## src/rtl/fifo_async_pkg.sv

```systemverilog
// Shared definitions for the asynchronous FIFO pointer blocks (write and read side).
// Provides pointer-width derivation and Gray/binary conversion helpers.
package fifo_async_pkg;

    // Widest pointer the helpers handle; callers zero-extend into this width.
    localparam int unsigned MaxPtrW = 32;

    typedef logic [MaxPtrW-1:0] ptr_wide_t;

    // Address bits needed to index `entries` locations.
    function automatic int unsigned addr_width(input int unsigned entries);
        return $clog2(entries);
    endfunction

    // Pointer width: one extra wrap bit above the address bits.
    function automatic int unsigned ptr_width(input int unsigned entries);
        return $clog2(entries) + 1;
    endfunction

    function automatic ptr_wide_t bin2gray(input ptr_wide_t b);
        return b ^ (b >> 1);
    endfunction

    function automatic ptr_wide_t gray2bin(input ptr_wide_t g);
        ptr_wide_t b;
        b[MaxPtrW-1] = g[MaxPtrW-1];
        for (int i = MaxPtrW - 2; i >= 0; i--) begin
            b[i] = b[i+1] ^ g[i];
        end
        return b;
    endfunction

endpackage

```

## src/rtl/gray2bin_conv.sv

```systemverilog
// Parameterised combinational Gray-to-binary converter.
// Each binary bit is the XOR of all Gray bits at or above its position.
module gray2bin_conv #(
    parameter int unsigned N = 4
) (
    input  logic [N-1:0] gray,
    output logic [N-1:0] bin
);

    for (genvar i = 0; i < N; i++) begin : g_bit
        assign bin[i] = ^gray[N-1:i];
    end

endmodule

```

## src/rtl/wptr_and_full_async.sv

```systemverilog
// Write-side pointer and full-flag generator for the asynchronous FIFO.
// Everything runs in the clk_w domain; rptr_gray_sync arrives already synchronised.
// Optional almost_full output is built when WPTR_ALMOST_FULL_EN is defined.
module wptr_and_full_async
    import fifo_async_pkg::*;
#(
    parameter int unsigned width     = 32,
    parameter int unsigned depth     = 1024,
    parameter int unsigned AF_THRESH = depth - 4,
    localparam int unsigned AW       = addr_width(depth),
    localparam int unsigned PW       = AW + 1
) (
    input  logic          clk_w,
    input  logic          rst_w_gen,
    input  logic          wrt_enable,
    input  logic [PW-1:0] rptr_gray_sync,
    output logic [PW-1:0] wptr,
    output logic [PW-1:0] wptr_gray,
    output logic          full,
    output logic          wrt_en,
    output logic [PW-1:0] wr_level,
    output logic          overflow
`ifdef WPTR_ALMOST_FULL_EN
    ,
    output logic          almost_full
`endif
);

    logic [PW-1:0]  wptr_q, wptr_d;
    logic [PW-1:0]  wptr_gray_q, wptr_gray_d;
    logic           overflow_q, overflow_d;
    logic [PW-1:0]  wptr_inc;
    logic [PW-1:0]  rbin;
    ptr_wide_t      gray_wide;

    // Read pointer back to binary for the full and level arithmetic.
    gray2bin_conv #(
        .N (PW)
    ) u_rptr_conv (
        .gray (rptr_gray_sync),
        .bin  (rbin)
    );

    assign wptr_inc  = wptr_q + PW'(1);
    assign gray_wide = bin2gray(ptr_wide_t'(wptr_inc));

    // Full when the wrap bits differ but the address bits match.
    always_comb begin
        full   = (wptr_q[AW] != rbin[AW]) && (wptr_q[AW-1:0] == rbin[AW-1:0]);
        wrt_en = wrt_enable & ~full;
    end

    // Occupancy as seen from the write side; modulo pointer width handles the wrap.
    always_comb begin
        wr_level = wptr_q - rbin;
    end

    // Next-state for pointers and sticky overflow.
    always_comb begin
        wptr_d      = wptr_q;
        wptr_gray_d = wptr_gray_q;
        overflow_d  = overflow_q;
        if (wrt_en) begin
            wptr_d      = wptr_inc;
            wptr_gray_d = gray_wide[PW-1:0];
        end
        if (wrt_enable && full) begin
            overflow_d = 1'b1;
        end
    end

    // State registers; reset wins over any write request in the same cycle.
    always_ff @(posedge clk_w) begin
        if (rst_w_gen) begin
            wptr_q      <= '0;
            wptr_gray_q <= '0;
            overflow_q  <= 1'b0;
        end else begin
            wptr_q      <= wptr_d;
            wptr_gray_q <= wptr_gray_d;
            overflow_q  <= overflow_d;
        end
    end

    assign wptr      = wptr_q;
    assign wptr_gray = wptr_gray_q;
    assign overflow  = overflow_q;

`ifdef WPTR_ALMOST_FULL_EN
    assign almost_full = ({{(MaxPtrW - PW){1'b0}}, wr_level} >= AF_THRESH);
`endif

    // Upper Gray bits are always zero; width is carried only for interface symmetry.
    logic          unused_gray_hi;
    logic [31:0]   unused_cfg;
    assign unused_gray_hi = ^gray_wide[MaxPtrW-1:PW];
    assign unused_cfg     = width ^ AF_THRESH;

endmodule

```

## config.mk

```make
export PLATFORM = sky130hd
export DESIGN_NAME = wptr_and_full_async
export DESIGN_NICKNAME = d
export VERILOG_FILES = /design/src/rtl/fifo_async_pkg.sv /design/src/rtl/gray2bin_conv.sv /design/src/rtl/wptr_and_full_async.sv
export SDC_FILE = /design/constraint.sdc
export NUM_CORES = 1
export LEC_CHECK = 0
export ABC_AREA = 0
export ABC_CLOCK_PERIOD_IN_PS = 3700
export CAP_MARGIN = 0
export CORE_AREA = 2 2 59 61
export DETAILED_ROUTE_END_ITERATION = 10
export DIE_AREA = 0 0 61 63
export DONT_BUFFER_PORTS = 1
export GPL_TIMING_DRIVEN = 0
export PLACE_DENSITY = 0.73
export REMOVE_ABC_BUFFERS = 1
export SLEW_MARGIN = 20
export SYNTH_ARGS = -nofsm -noshare
export SYNTH_HDL_FRONTEND = slang
export SYNTH_SLANG_ARGS = --single-unit
```

## constraint.sdc

```tcl
create_clock -name clk_w -period 3.7 [get_ports clk_w]
set_input_delay 0.555 -clock clk_w [delete_from_list [all_inputs] [get_ports clk_w]]
set_output_delay 0.555 -clock clk_w [all_outputs]
set_load 0.1 [all_outputs]
```

After elaboration in Yosys (flattened, before gate mapping)
Index checks and enable logic that the tools add are counted.

storage, ports and cells
  input bits = 14
  logic and storage cells = 22
  bits in registers = 23
  output and inout port bits = 36

operators by class
  reductions and logical operators = 12
  $add $sub $neg = 2
  eq/ne operators = 2
  bitwise gates (word level) = 3

operators with widths
  kind                                                              count
  11-bit by 1-bit adder with 11-bit output (second input constant)  1
  11-bit parity                                                     1
  11-bit subtractor                                                 1
  11-bit by 10-bit XOR with 11-bit output                           1
  10-bit equality test                                              1
  10-bit parity                                                     1
  9-bit parity                                                      1
  8-bit parity                                                      1
  7-bit parity                                                      1
  6-bit parity                                                      1
  5-bit parity                                                      1
  4-bit parity                                                      1
  3-bit parity                                                      1
  1-bit logical AND                                                 2
  2-bit parity                                                      1
  1-bit AND                                                         1
  1-bit inequality test                                             1
  1-bit NOT                                                         1

Logic depth before layout (Yosys ltp)
  depth in word-level cells = 5
  mapped depth = 15

Modules after synthesis
A second synthesis with hierarchy kept.

second synthesis, totals
  cells, all modules = 240
  area total of the unflattened synthesis = 1,876.8 µm²

modules (own cells, without submodules)
  module               cells each  seq. area each (µm²)  instances  area an instance (µm²)
  wptr_and_full_async  219         440.4                 1          1,686.6
  gray2bin_conv        21          0.0                   1          190.2

Worst setup path before layout
OpenSTA, ideal clock, no wires.

  path kind = input-to-output
  start = input rptr_gray_sync[9]
  end = output full
  data arrival time = 5,102 ps
  cell stages on the path = 9
  buffers on the path = 0
  slack = -1,957 ps
  data required time = 3,145 ps
  cell sequence = xnor2_2 -> xor2_2 -> xor2_2 -> xnor2_2 -> xor2_2 -> xor2_1 -> ha_1 -> nand4_1 -> nor4_1

on the way
  word-level cells in the longest chain between the ends = 3
  elaborated cells on any way between the ends = 12

ends and longest elaborated chain
  item                                         line                       RTL
  start, declared                              wptr_and_full_async.sv:16  input logic [PW-1:0] rptr_gray_sync,
  11-bit parity, or another cell as far along  gray2bin_conv.sv:11        assign bin[i] = ^gray[N-1:i];
  10-bit equality test *                       wptr_and_full_async.sv:49  full = (wptr_q[AW] != rbin[AW]) && (wptr_q[AW-1:0] == rbin[AW-1:0]);
  1-bit logical AND *                          wptr_and_full_async.sv:49
  end, declared                                wptr_and_full_async.sv:19  output logic full,

Every way passes the cells marked *; elsewhere a longest branch is shown, timed or not.

Worst setup path after layout
  start = input rptr_gray_sync[9]
  end = output wr_level[9]

on the way
  word-level cells in the longest chain between the ends = 2
  elaborated cells on any way between the ends = 11

ends and longest elaborated chain
  item                                         line                       RTL
  11-bit parity, or another cell as far along  gray2bin_conv.sv:11
  11-bit subtractor *                          wptr_and_full_async.sv:55  wr_level = wptr_q - rbin;
  end, declared                                wptr_and_full_async.sv:21  output logic [PW-1:0] wr_level,

Marks and branches as above.

==> impl_metrics.csv <==
group,metric,value,unit
critical_path,cp-start-kind,"primary input",
critical_path,crit_top_cell,"xor2_2",
route,routed_via_density,5.77,
critical_path,arrival,3.58,ns
min_path,min_path_type,"in -> reg",
logic_synthesis,muxShareOfSynthArea,2.30,%
logic_synthesis,synth_warnings,0,
clock_tree,cts-root-buf,"clkbuf_4",
route,wl,4120,um
timing,drv_slew,0,
critical_path,crit_family,"XOR/XNOR gates",
timing,relSlewSlack,32.0,%
floorplanning,die_y,63,um
timing,setup_viol,9,
job,maxCapViolCount,0,
critical_path,path_max_fanout,4,
min_path,min_path_cells,1,
clock_tree,htree_num_levels,1,
floorplanning,start_util,53.9,%
cells_and_area,layout_common_cells,"nor2_1, xnor2_1, xor2_1",
logic_synthesis,synth_seq_area_share,25.3,%
route,ant_nets,0,
cells_and_area,fin_cells,266,
critical_path,path_buf_inv,1,
timing,fin_crit_sh,112,%
timing,rsz0062_at_grt,"yes",
critical_path,worst-endpoint-required,3.14,ns
timing,fmax,242,MHz
logic_synthesis,syn_area_per_cell,8.33,um^2
grt,grt_usage,22.2,%
floorplanning,die_width,61,um
timing,post-route-min-period,4.14,ns
timing,hold_viol_final,0,
logic_synthesis,synth_xor_xnor_area_share,24.2,%
critical_path,cpPeakStageDelay,0.55,ns
placed_design,place_congestion,0.915,
placed_design,dp_hpwl,2860,um
outcome,status,"finished with violations",
power_and_ir_drop,power,1450,uW
critical_path,critical_path_class,"in -> out",
logic_synthesis,synth_top_family_by_area,"XOR/XNOR gates",
timing,tightest_slew,1.02,ns
floorplanning,die-area,3840,um^2
clock_tree,insertion_delay,0.30,ns
grt,antenna_found_initial,0,
timing,fin_skew,0.00166,ns
logic_synthesis,synth_cell_types,38,
outcome,violations,"negative setup slack",
route,vias,1535,
route,wl_per_cell,15.5,um
critical_path,startpoint,"rptr_gray_sync[9]",
route,drt_iter0_drc,76,
min_path,hold_path_end,"wptr[0]$_SDFFE_PP0P_",
logic_synthesis,syn_area,1740,um^2
placed_design,placedCellCount,250,
min_path,hp-start,"rst_w_gen",
logic_synthesis,synthSimpleGateAreaFrac,15.8,%
cells_and_area,mostFrequentLayoutCell,"nor2_1",
critical_path,reg2reg_depth,7,
cells_and_area,diodes,0,
cells_and_area,drive_gt1_share,29.1,%
placed_design,numPortBuffers,0,
critical_path,rrSetupSlack,0.95,ns
critical_path,timing.rr.start,"wptr[6]$_SDFFE_PP0P_",
critical_path,worst_setup_path_end_kind,"output pin",
logic_synthesis,ys_seq_elements,22,
grt,grt_pass1_wl,6640,um
power_and_ir_drop,p_leak,0.000894,uW
cells_and_area,fin_util,68.0,%
floorplanning,coreArea,3230,um^2
cells_and_area,finalNetCount,248,
floorplanning,row_count,21,
route,first_pass_iters,4,
power_and_ir_drop,vdd.ir_drop.worst,0.707,mV
route,remaining_drc_errors,0,
critical_path,reg2reg_to,"wptr[2]$_SDFFE_PP0P_",
critical_path,path_cells,"xnor2_4 > xor2_2 > xor2_2 > xnor2_4 > buf_4 > xor2_2 > xor2_1 > ha_1 > o21a_1 > o21a_2 > o31a_1 > o21ai_1 > or3b_4",
timing,setup_ws,-0.438,ns
power_and_ir_drop,powerDensity,661,nW/um^2
clock_tree,postCtsHoldBufs,0,
grt,grt_start_max_net_pins,23,
cells_and_area,area_growth,26.3,%
floorplanning,ios,50,
clock_tree,clk_pin_slew,0.11,ns
grt,grt_remaining_overflow,0,
logic_synthesis,synth-compound-area-share,18.5,%
critical_path,cpMaxStageDelayCell,"or3b_4",
clock_tree,cts_tree,"done",
clock_tree,cts_buffer_depth,2,
clock_tree,cts.sinks,22,
grt,grt_pass1_vias,1441,
clock_tree,numCtsBuffers,3,
logic_synthesis,yosys.area_share.adder,9.06,%
logic_synthesis,netlist_instances,209,
-- repair_timing --
| item | CTS | global route |
|---|---|---|
| endpoints found under the setup margin | 11 | 11 |
| resized for setup | 20 | 3 |
| pin swaps | 10 | 5 |
| setup buffers | 10 | 3 |
| cloned | 0 | 0 |
-- state kept, by name, summed over array words and instances, names as in the netlist --
| name | cells |
|---|---|
| wptr | 11 |
| overflow | 1 |
| wptr_gray | 10 |
-- worst max path at each step --
| stage | to | slack [ns] | cells past startpoint |
|---|---|---|---|
| detailed placement | wr_level[8] | -1.23 | 13 |
| floorplan | full | -1.96 | 9 |
| CTS | wr_level[10] | -0.43 | 16 |
| global placement | full | -2.19 | 9 |
| finish | wr_level[9] | -0.44 | 13 |
| global route | wr_level[10] | -0.57 | 16 |
-- logic make-up after synthesis --
group                      Yosys count
AOI/OAI and AO/OA                   49
xor gates and xnor gates            43
adders and majority gates           12
buffers and inverters               20
DFF                                 22
muxes                                4
and+or+nand+nor                     59
-- cells in the mapped netlist, drive strengths merged --
library cell | instances | area [um^2]
ha | 11 | 138
o21a | 2 | 15.0
and2 | 1 | 6.26
o41a | 1 | 11.3
nor2 | 29 | 109
a211oi | 7 | 52.6
a21oi | 15 | 75.1
xnor2 | 26 | 250
a41oi | 2 | 17.5
clkbuf | 9 | 33.8
or2 | 1 | 6.26
inv | 7 | 26.3
or3b | 1 | 8.76
buf | 4 | 22.5
o31a | 1 | 8.76
a21o | 7 | 52.6
nor3 | 4 | 20.0
nand2b | 2 | 12.5
o2111a | 1 | 11.3
nand4 | 5 | 31.3
nand3 | 3 | 15.0
and4 | 1 | 8.76
xor2 | 17 | 171
o22ai | 3 | 18.8
fa | 1 | 20.0
mux2i | 4 | 40.0
o21ai | 5 | 25.0
nor2b | 3 | 18.8
nor4 | 1 | 6.26
or3 | 1 | 6.26
dfxtp | 22 | 440
o21bai | 1 | 7.51
a31oi | 3 | 18.8
o221ai | 1 | 8.76
nand2 | 7 | 26.3
-- stage by stage --
step | setup slack (ns) | setup TNS (ns) | hold slack (ns) | area, um^2
floorplan | -1.96 | -19.59 | 0.624 | 1680
detailed placement | -1.23 | -5.58 | 0.624 | 1950
CTS | -0.432 | -2.14 | 0.289 | 2160
global placement | -2.19 | -30.15 | 0.628 | 1740
finish | -0.438 | -2.46 | 0.296 | 2200
global route | -0.567 | -3.73 | 0.268 | 2200
-- cell type report --
| type | count | area (um^2) |
|---|---|---|
| Multi-Input combinational cell | 167 | 1390 |
| Sequential cell | 22 | 454 |
| Clock buffer | 3 | 22.5 |
| Timing Repair Buffer | 21 | 248 |
| Inverter | 7 | 26.3 |
| Tap cell | 46 | 57.6 |
| Fill cell | 250 | 1030 |
-- layer usage --
layer | track usage, % | up-vias | part of all wire, %
met2 | 36.7 | 60 | 51
li1 | - | 749 | -
met4 | 8.42 | 0 | 1.8
met1 | 27.3 | 718 | 40
met3 | 4.97 | 8 | 6.6
met5 | 0 | - | 0
-- where the power goes --
group | internal (uW) | total [uW] | switching, uW | leakage (uW)
clock network | 38.0 | 107 | 69.1 | 0.0000138
registers | 246 | 324 | 78.2 | 0.000185
logic | 305 | 1020 | 716 | 0.000696
total | 590 | 1450 | 863 | 0.000894
(Power assumes the default switching activity.)
